File: config.mk
export PLATFORM = sky130hd
export DESIGN_NAME = ldpc_ira_encoder_st
export DESIGN_NICKNAME = d
export VERILOG_FILES = /design/src/rtl/ldpc_pkg.sv /design/src/rtl/ldpc_parity_acc.sv /design/src/rtl/ldpc_ira_encoder_st.sv
export SDC_FILE = /design/constraint.sdc
export NUM_CORES = 1
export LEC_CHECK = 0
export ABC_AREA = 1
export BUFFER_PORTS_ARGS = -buffer_cell sky130_fd_sc_hd__buf_2
export CORE_AREA = 2 2 138 140
export DETAILED_ROUTE_END_ITERATION = 6
export DIE_AREA = 0 0 140 142
export PLACE_DENSITY = 0.7
export SLEW_MARGIN = 20
export SYNTH_ARGS = -nofsm -noshare
export SYNTH_HDL_FRONTEND = slang
export SYNTH_SLANG_ARGS = --single-unit
File: constraint.sdc
create_clock -name clk_clk -period 7.77 [get_ports clk_clk]
set_clock_uncertainty 0.15 [all_clocks]
set_input_delay 1.1655 -clock clk_clk [delete_from_list [all_inputs] [get_ports clk_clk]]
set_output_delay 1.1655 -clock clk_clk [all_outputs]
set_load 0.01 [all_outputs]
File: src/rtl/ldpc_pkg.sv
// Shared types, default code table and address helper for the IRA LDPC encoder.
package ldpc_pkg;

    typedef enum logic [1:0] {IDLE, INFO, PARITY} state_e;

    localparam int DEF_K       = 96;
    localparam int DEF_M       = 48;
    localparam int DEF_G       = 12;
    localparam int DEF_DEG     = 3;
    localparam int DEF_Q       = DEF_M / DEF_G;
    localparam int DEF_ENTRIES = (DEF_K / DEF_G) * DEF_DEG;
    localparam int DEF_PW      = $clog2(DEF_M);
    localparam int DEF_SW      = $clog2(DEF_M) + $clog2(DEF_G * DEF_Q);

    // One row of DEG base addresses per group of G info bits.
    localparam int DEF_ADDR_TABLE [DEF_ENTRIES] = '{
        0, 5, 9,
        2, 7, 11,
        1, 6, 10,
        3, 8, 0,
        4, 10, 2,
        11, 3, 7,
        6, 1, 9,
        8, 0, 5
    };

    function automatic int unsigned parity_addr(
        input int unsigned entry,
        input int unsigned j,
        input int unsigned g = DEF_G,
        input int unsigned q = DEF_Q,
        input int unsigned m = DEF_M
    );
        return (entry + (j % g) * q) % m;
    endfunction

endpackage

File: src/rtl/ldpc_parity_acc.sv
// Parity register of the IRA encoder: scatters info bits into parity addresses,
// then shifts the parity out as a running XOR (the accumulator) beat by beat.
module ldpc_parity_acc
    import ldpc_pkg::*;
#(
    parameter int DATA_W = 1,
    parameter int K      = DEF_K,
    parameter int M      = DEF_M,
    parameter int G      = DEF_G,
    parameter int DEG    = DEF_DEG,
    parameter int ADDR_TABLE [(K / G) * DEG] = DEF_ADDR_TABLE,
    parameter int CW     = 5
) (
    input  logic              clk,
    input  logic              rst,
    input  logic              clear,
    input  logic              info_en,
    input  logic [CW-1:0]     info_beat,
    input  logic [DATA_W-1:0] info_bits,
    input  logic              par_en,
    output logic [DATA_W-1:0] par_bits
);

    localparam int Q  = M / G;
    localparam int NT = (K / G) * DEG;
    localparam int PW = $clog2(M);
    localparam int SW = $clog2(M) + $clog2(G * Q);
    localparam int TW = (NT > 1) ? $clog2(NT) : 1;

    for (genvar t = 0; t < NT; t++) begin : g_tab_chk
        if (ADDR_TABLE[t] >= M || ADDR_TABLE[t] < 0) begin : g_bad
            $error("ldpc_parity_acc: ADDR_TABLE entry %0d out of range", t);
        end
    end

    logic [M-1:0]  par_d, par_q;
    logic          run_d, run_q;
    logic [SW-1:0] sum;
    logic [PW-1:0] addr;
    logic          acc;
    int            j;

    // Readout always reflects the low beat of the register; writes either
    // toggle addressed bits (info) or shift one beat out (parity).
    always_comb begin
        par_d    = par_q;
        run_d    = run_q;
        sum      = '0;
        addr     = '0;
        j        = 0;
        acc      = run_q;
        par_bits = '0;
        for (int b = 0; b < DATA_W; b++) begin
            acc         = acc ^ par_q[b];
            par_bits[b] = acc;
        end
        if (info_en) begin
            for (int b = 0; b < DATA_W; b++) begin
                if (info_bits[b]) begin
                    j = int'(info_beat) * DATA_W + b;
                    for (int d = 0; d < DEG; d++) begin
                        sum         = SW'(ADDR_TABLE[TW'((j / G) * DEG + d)]) + SW'((j % G) * Q);
                        addr        = PW'(sum % SW'(M));
                        par_d[addr] = ~par_d[addr];
                    end
                end
            end
        end else if (par_en) begin
            par_d = par_q >> DATA_W;
            run_d = acc;
        end
        if (clear) begin
            par_d = '0;
            run_d = 1'b0;
        end
    end

    always_ff @(posedge clk or posedge rst) begin
        if (rst) begin
            par_q <= '0;
            run_q <= 1'b0;
        end else begin
            par_q <= par_d;
            run_q <= run_d;
        end
    end

endmodule

File: src/rtl/ldpc_ira_encoder_st.sv
// Avalon-ST systematic IRA LDPC encoder: forwards K info bits, then appends
// M accumulated parity bits, forming one codeword packet per info packet.
module ldpc_ira_encoder_st
    import ldpc_pkg::*;
#(
    parameter int DATA_W = 1,
    parameter int K      = DEF_K,
    parameter int M      = DEF_M,
    parameter int G      = DEF_G,
    parameter int DEG    = DEF_DEG,
    parameter int ADDR_TABLE [(K / G) * DEG] = DEF_ADDR_TABLE
) (
    input  logic              clk_clk,
    input  logic              reset_reset,
    input  logic              in_startofpacket,
    input  logic              in_endofpacket,
    input  logic              in_valid,
    output logic              in_ready,
    input  logic [DATA_W-1:0] in_in_data,
    output logic              out_startofpacket,
    output logic              out_endofpacket,
    output logic              out_valid,
    input  logic              out_ready,
    output logic [DATA_W-1:0] out_out_data,
    output logic              err_framing,
    output logic              busy
);

    localparam int INFO_BEATS = K / DATA_W;
    localparam int PAR_BEATS  = M / DATA_W;
    localparam int MAX_BEATS  = (INFO_BEATS > PAR_BEATS) ? INFO_BEATS : PAR_BEATS;
    localparam int CW         = $clog2(MAX_BEATS + 1);
    localparam logic [CW-1:0] LAST_INFO = CW'(INFO_BEATS - 1);
    localparam logic [CW-1:0] LAST_PAR  = CW'(PAR_BEATS - 1);
    localparam bit ONE_BEAT = (INFO_BEATS == 1);

    if (K % G != 0 || M % G != 0 || K % DATA_W != 0 || M % DATA_W != 0) begin : g_bad_cfg
        $error("ldpc_ira_encoder_st: K and M must be multiples of G and DATA_W");
    end

    state_e            state_d, state_q;
    logic [CW-1:0]     cnt_d, cnt_q;
    logic              out_valid_d, out_valid_q;
    logic              out_sop_d, out_sop_q;
    logic              out_eop_d, out_eop_q;
    logic [DATA_W-1:0] out_data_d, out_data_q;
    logic              err_d, err_q;
    logic              out_free, accept;
    logic              info_en, par_en, clear;
    logic [DATA_W-1:0] par_bits;

    assign out_free = !out_valid_q || out_ready;
    assign in_ready = !reset_reset && (state_q != PARITY) && out_free;
    assign accept   = in_valid && in_ready;

    // cnt_q counts info beats in INFO and parity beats in PARITY; it is zero
    // in IDLE, so it doubles as the info beat index for the parity scatter.
    always_comb begin
        state_d     = state_q;
        cnt_d       = cnt_q;
        out_valid_d = out_valid_q && !out_ready;
        out_sop_d   = out_sop_q;
        out_eop_d   = out_eop_q;
        out_data_d  = out_data_q;
        err_d       = 1'b0;
        info_en     = 1'b0;
        par_en      = 1'b0;
        clear       = 1'b0;
        case (state_q)
            IDLE: begin
                if (accept) begin
                    if (in_startofpacket) begin
                        info_en     = 1'b1;
                        out_valid_d = 1'b1;
                        out_sop_d   = 1'b1;
                        out_eop_d   = 1'b0;
                        out_data_d  = in_in_data;
                        err_d       = (in_endofpacket != ONE_BEAT);
                        if (ONE_BEAT) begin
                            state_d = PARITY;
                            cnt_d   = '0;
                        end else begin
                            state_d = INFO;
                            cnt_d   = CW'(1);
                        end
                    end else begin
                        err_d = 1'b1;
                    end
                end
            end
            INFO: begin
                if (accept) begin
                    info_en     = 1'b1;
                    out_valid_d = 1'b1;
                    out_sop_d   = 1'b0;
                    out_eop_d   = 1'b0;
                    out_data_d  = in_in_data;
                    err_d       = in_startofpacket || (in_endofpacket != (cnt_q == LAST_INFO));
                    if (cnt_q == LAST_INFO) begin
                        state_d = PARITY;
                        cnt_d   = '0;
                    end else begin
                        cnt_d = cnt_q + CW'(1);
                    end
                end
            end
            PARITY: begin
                if (out_free) begin
                    par_en      = 1'b1;
                    out_valid_d = 1'b1;
                    out_sop_d   = 1'b0;
                    out_eop_d   = (cnt_q == LAST_PAR);
                    out_data_d  = par_bits;
                    if (cnt_q == LAST_PAR) begin
                        state_d = IDLE;
                        cnt_d   = '0;
                        clear   = 1'b1;
                    end else begin
                        cnt_d = cnt_q + CW'(1);
                    end
                end
            end
            default: state_d = IDLE;
        endcase
    end

    always_ff @(posedge clk_clk or posedge reset_reset) begin
        if (reset_reset) begin
            state_q     <= IDLE;
            cnt_q       <= '0;
            out_valid_q <= 1'b0;
            out_sop_q   <= 1'b0;
            out_eop_q   <= 1'b0;
            out_data_q  <= '0;
            err_q       <= 1'b0;
        end else begin
            state_q     <= state_d;
            cnt_q       <= cnt_d;
            out_valid_q <= out_valid_d;
            out_sop_q   <= out_sop_d;
            out_eop_q   <= out_eop_d;
            out_data_q  <= out_data_d;
            err_q       <= err_d;
        end
    end

    ldpc_parity_acc #(
        .DATA_W     (DATA_W),
        .K          (K),
        .M          (M),
        .G          (G),
        .DEG        (DEG),
        .ADDR_TABLE (ADDR_TABLE),
        .CW         (CW)
    ) u_parity_acc (
        .clk       (clk_clk),
        .rst       (reset_reset),
        .clear     (clear),
        .info_en   (info_en),
        .info_beat (cnt_q),
        .info_bits (in_in_data),
        .par_en    (par_en),
        .par_bits  (par_bits)
    );

    assign out_valid         = out_valid_q;
    assign out_startofpacket = out_sop_q;
    assign out_endofpacket   = out_eop_q;
    assign out_out_data      = out_data_q;
    assign err_framing       = err_q;
    assign busy              = (state_q != IDLE);

endmodule

==> results.toml, run 1 <==
[outcome]
outcome = "finished with violations"
violations = "setup timing"

[die]
die_area_sq_um = 19900
design.core.area_sq_um = 18500
die_h_um = 142
die_width_um = 140
start_util_pct = 51.3
num_rows = 50
io_pins = 14

[critical_path]
cpPeakStageDelay_ps = 640
end_kind = "flop"
reg2reg_slack_ps = -150
crit_fanout = 22
r2r-end = "u_parity_acc.par_q[8]"
startpoint = "cnt_q[5]"
crit_type = "reg2reg"
cp.arrival_ps = 8020
worstReg2RegStart = "cnt_q[5]"
cp-endpoint = "u_parity_acc.par_q[8]"
r2r_cells = 49
start_kind = "flop"
critPathSlowestCell = "fa_2"
cp_data_required_time_ps = 7870

[detailed_routing]
dr.pass1.iters = 6
highest_layer = "met4"
wl_met3_um = 5370
drt-initial-drc-count = 1547
antenna_left = 0
post_drt_wl_per_cell_um = 20.6
wl_met2_um = 17600
m1WireLength_um = 17100
vias = 12600
drt_wl_total_um = 42800
drc = 0
vias_per_cell = 6.07

[synthesis]
synth_top_area_share_pct = 18.6
syn_avg_cell_area_sq_um = 5.49
synth-edff-count = 0
syn_nets = 1766
synth_top_cell_by_area = "nand2_1"
synth_area_leaders = "nand2_1, dfrtp_1, nor2_1"
ys_warn_count = 0
synth-seq-cells = 63
async_flop_share_pct = 100
netlist_instances = 1725
yosysSeqAreaShare_pct = 16.7
synth_ff_type = "dfrtp_1"
synth_area_sq_um = 9460
ys_types = 51

[sta]
hold_violations = 0
min_period_over_period_pct = 102
slew_headroom_pct = 41.4
max_freq_ghz = 0.126
rsz0062_at_grt = "yes"
tightestPinTransition_ps = 880
drv_slew = 0
setup_viol = 48
finalWorstSetupSlack_ps = -151
finalCriticalPeriod_ps = 7920

[final_layout]
fin_util_pct = 66.6
nets = 1882
ff_latch_area_sq_um = 1580
area_growth_pct = 30.0
final-instance-count-excl-fill = 2080
diodes = 0
final_cell_area_sq_um = 12300
drive_gt1_share_pct = 22.3
fillers = 1715
multi_input_area_sq_um = 7650

[placed_design]
port_buffers = 13
globalplace.congestion = 1.05
dp_cells = 2014
dp_hpwl_um = 28100
dpl_cell_area_sq_um = 10400

[flow_run]
drv_cap = 0

[clock_tree]
clock_latency_ps = 350
clock_tree.root_cell = "clkbuf_16"
cts-buffers-inserted = 9
path_clk_slew_ps = 60
clock_path_buffers = 2
clock-sinks = 63
htreeDepth = 3
cts_tree = "yes"

[min_path]
holdCritPathClass = "reg2reg"

[power_and_ir_drop]
peakVddDrop_mv = 0.382
leakagePower_nw = 5.79
power_density_nw_per_um2 = 390

[global_routing]
grt_pass1_wl_um = 61100
grt_antenna_before_repair = 0
track_usage_pct = 39.6
grt_pass1_vias = 11000
grt-ovfl-total = 0
grt_max_degree = 73
==> per-stage QoR <==
| stage | setup WS, ps | TNS (ps) | power [mW] | hold WS [ps] |
|---|---|---|---|---|
| floorplan | 199 | 0 | 2.32 | 314 |
| global placement | 31.3 | 0 | 3.18 | 301 |
| detailed placement | -69.5 | -2110 | 3.20 | 309 |
| CTS | 24.6 | 0 | 3.69 | 323 |
| global route | -587 | -25400 | 5.00 | 368 |
| finish | -151 | -5940 | 4.79 | 318 |
==> placed cells by master (no fill, tap or decap), types with 16 or more instances in the layout <==
cell,synthesis,routed
a21oi_1,48,40
nor2_1,301,287
buf_4,8,120
nand2_2,10,38
o211ai_1,30,30
o21ai_0,119,88
ha_1,30,26
inv_1,179,170
o21ai_1,19,34
nand2_1,470,427
nand3_2,16,61
inv_2,13,21
nand3_4,2,16
nand4_1,30,30
o22ai_1,20,20
clkbuf_16,0,21
dfrtp_1,63,63
nand3_1,208,151
==> cells by family (layout without fill, tap and decap cells) <==
logic type | Yosys count | count (layout) | share of synthesized area (%)
multiplexers | 2 | 2 | 0.212
buffers and inverters | 270 | 388 | 12.0
AO/OA/AOI/OAI | 268 | 268 | 16.3
flip-flops | 63 | 63 | 16.7
adder cells (fa/ha/maj) | 34 | 34 | 4.81
XOR/XNOR | 12 | 12 | 1.11
AND/OR/NAND/NOR | 1076 | 1079 | 48.9
==> area by class of cell <==
| type | count | share of cell area (%) |
|---|---|---|
| clock buffer | 9 | 1.83 |
| clock inverter | 7 | 0.793 |
| inverter | 200 | 6.14 |
| multi-input combinational | 1395 | 62.2 |
| sequential | 63 | 12.8 |
| tap | 234 | 2.38 |
| timing repair buffer | 172 | 13.8 |
==> routing by layer <==
metal | track usage, % | up-vias
li1 | - | 5888
met4 | 19.4 | 0
met5 | 0 | -
met1 | 55.1 | 5708
met2 | 59.1 | 839
met3 | 7.40 | 191
==> power breakdown <==
part	internal (mW)	switching [mW]	leakage [nW]	total, mW
combinational	1.43	2.26	4.81	3.69
clock	0.281	0.176	0.152	0.458
sequential	0.457	0.187	0.828	0.644
==> sequential cells by signal (all words and copies together), names as in the netlist <==
register,flops
u_parity_acc.par_q,48
out_startofpacket,1
u_parity_acc.run_q,1
cnt_q,7
err_framing,1
state_q,2
out_out_data,1
out_endofpacket,1
out_valid,1
==> critical path: cells and delay by family, from the launching register on <==
family | cells | cell delay, ps
compound gates | 6 | 920
buf+inv | 14 | 1900
fa+ha+maj | 5 | 1850
simple gates | 23 | 2000
xor+xnor | 1 | 570
flops | 1 | 380
==> Yosys cell counts, drive strengths merged, types with 3 or more instances <==
cell     number
ha           30
o2111ai       3
nand3       226
clkinv        8
nand2       482
a21oi        48
nor2        305
clkbuf       38
fa            4
o211ai       30
nand3b        3
a31oi         3
nand4        30
xor2         11
inv         192
or2           9
nor3         16
dfrtp        63
o21a          3
o22ai        20
buf          32
a22o          7
o21ai       140
==> worst min-delay path by stage <==
stage / end / start / cells past startpoint
global route: out_out_data / out_out_data / 2
CTS: out_endofpacket / out_endofpacket / 2
floorplan: u_parity_acc.par_q[16] / u_parity_acc.par_q[16] / 2
detailed placement: out_endofpacket / out_endofpacket / 2
finish: out_endofpacket / out_endofpacket / 2
global placement: out_endofpacket / out_endofpacket / 2
==> what timing repair did <==
action	4_1_cts	5_1_grt
hold buffers	0	0
resized for setup	8	239
setup buffers	0	30
pin swaps	0	54
gates cloned	0	20
setup endpoints to repair	48	48
Note: power is estimated with default switching activity, not from simulation.
==> inputs of run 2 (changes only) <==
Settings changed: PLACE_DENSITY 0.7 to 0.67.
Clock period 7.77 ns to 8.21 ns, I/O delays scaled along.
==> results.toml, run 2 (synthesized netlist as in run 1, its figures left out) <==
[outcome]
violations = "DRC"
outcome = "finished with violations"

[detailed_routing]
drt_wl_total_um = 43000
drt-initial-drc-count = 1931
vias_per_cell = 6.17
drc = 95
post_drt_wl_per_cell_um = 21.0
dr.pass1.iters = 7
vias = 12600
antenna_left = 0

[die]
die_width_um = 140
start_util_pct = 51.3
design.core.area_sq_um = 18500
io_pins = 14
num_rows = 50
die_area_sq_um = 19900
die_h_um = 142

[sta]
fin_setup_tns_ps = 0
min_period_over_period_pct = 97.8
setup_viol = 0
max_freq_ghz = 0.125
tightestPinTransition_ps = 849
drv_slew = 0
hold_violations = 0
finalCriticalPeriod_ps = 8030
hold_slack_ps = 317
slew_headroom_pct = 43.4

[clock_tree]
clock_path_buffers = 2
clock_latency_ps = 360
cts_tree = "yes"
cts-buffers-inserted = 9
postCtsHoldBufs = 0
clock_tree.root_cell = "clkbuf_16"
htreeDepth = 3
path_clk_slew_ps = 60
clock-sinks = 63

[power_and_ir_drop]
leakagePower_nw = 5.62
power_density_nw_per_um2 = 376
peakVddDrop_mv = 0.246
p_total_mw = 4.41

[global_routing]
grt-ovfl-total = 0
grt_max_degree = 73
grt_antenna_before_repair = 0
track_usage_pct = 37.9
grt_pass1_wl_um = 59100
grt_pass1_vias = 10600

[final_layout]
drive_gt1_share_pct = 17.9
largest_reg_flops = 48
nets = 1845
multi_input_area_sq_um = 7480
largestRegisters = "u_parity_acc.par_q: 48 flops, cnt_q: 7 flops, state_q: 2 flops"
ff_latch_area_sq_um = 1580
area_growth_pct = 24.0
regMostFlops = "u_parity_acc.par_q"
layout_common_cells = "nand2_1, nor2_1, nand3_1"
diodes = 0
final_common_cell = "nand2_1"
fillers = 1810

[critical_path]
cp.arrival_ps = 8120
end_kind = "flop"
start_kind = "flop"
crit_type = "reg2reg"
path_common_cell = "nand2_2"
cp_data_required_time_ps = 8300
critPathSlowestCell = "fa_2"
crit_fanout = 12
reg2reg_slack_ps = 180
cpPeakStageDelay_ps = 670

[placed_design]
port_buffers = 13
globalplace.congestion = 1.01
dp_hpwl_um = 26900

[min_path]
holdCritPathClass = "reg2reg"

[flow_run]
drv_cap = 0
## run 2: final cells by class
type	count	area share, %
well taps	234	2.49
clock buffers	9	1.92
multi-input cells	1399	63.7
inverters	200	6.46
flip-flops and latches	63	13.4
clock inverters	7	0.821
repair buffers	131	11.1
## run 2: what timing repair did
item | 4_1_cts | 5_1_grt
endpoints found under the setup margin | 48 | 48
pin swaps | 0 | 65
gates resized for setup | 2 | 188
cloned | 0 | 23
setup buffers | 0 | 43
## run 2: report_power, final
part | internal [mW] | switching [mW]
clock | 0.266 | 0.168
sequential | 0.432 | 0.184
combinational | 1.22 | 2.14
## run 2: path summary, 6_finish.rpt
kind                                       from                     end  depth (start not counted)
worst max-delay path                   cnt_q[5]  u_parity_acc.par_q[42]                         55
worst min-delay path            out_endofpacket         out_endofpacket                          2
worst max register to register         cnt_q[5]  u_parity_acc.par_q[42]                         55
worst min register to register  out_endofpacket         out_endofpacket                          2
max in group asynchronous           reset_reset  u_parity_acc.par_q[30]                          3
min in group asynchronous           reset_reset             err_framing                          3
## run 2: worst max-delay path, delay by kind of cell (launching register included)
family                     cells  cell delay [ps]
and+or+nand+nor               32             3430
adders and majority gates      6             1930
buffers and inverters         13             1460
DFF                            1              390
AOI/OAI and AO/OA              3              370
xor gates and xnor gates       1              160
## run 2: stage by stage
stage                     util, %  setup slack (ps)  std cells  area, sq um
after global routing         63.6              -204       2043        11700
final                        63.6               182       2043        11700
after global placement       53.9              90.3       1961         9950
after CTS                    55.7              26.0       1977        10300
after floorplan                 -               639       1725         9460
after detailed placement     53.9             -49.4       1961         9950
## run 2: routing by layer
layer / up-vias / GRT usage [%] / wire, um
met5: - / 0 / 31
met1: 5657 / 53.5 / 16900
met2: 897 / 56.5 / 17100
met3: 235 / 8.21 / 6180
met4: 2 / 15.1 / 2670
li1: 5812 / - / -
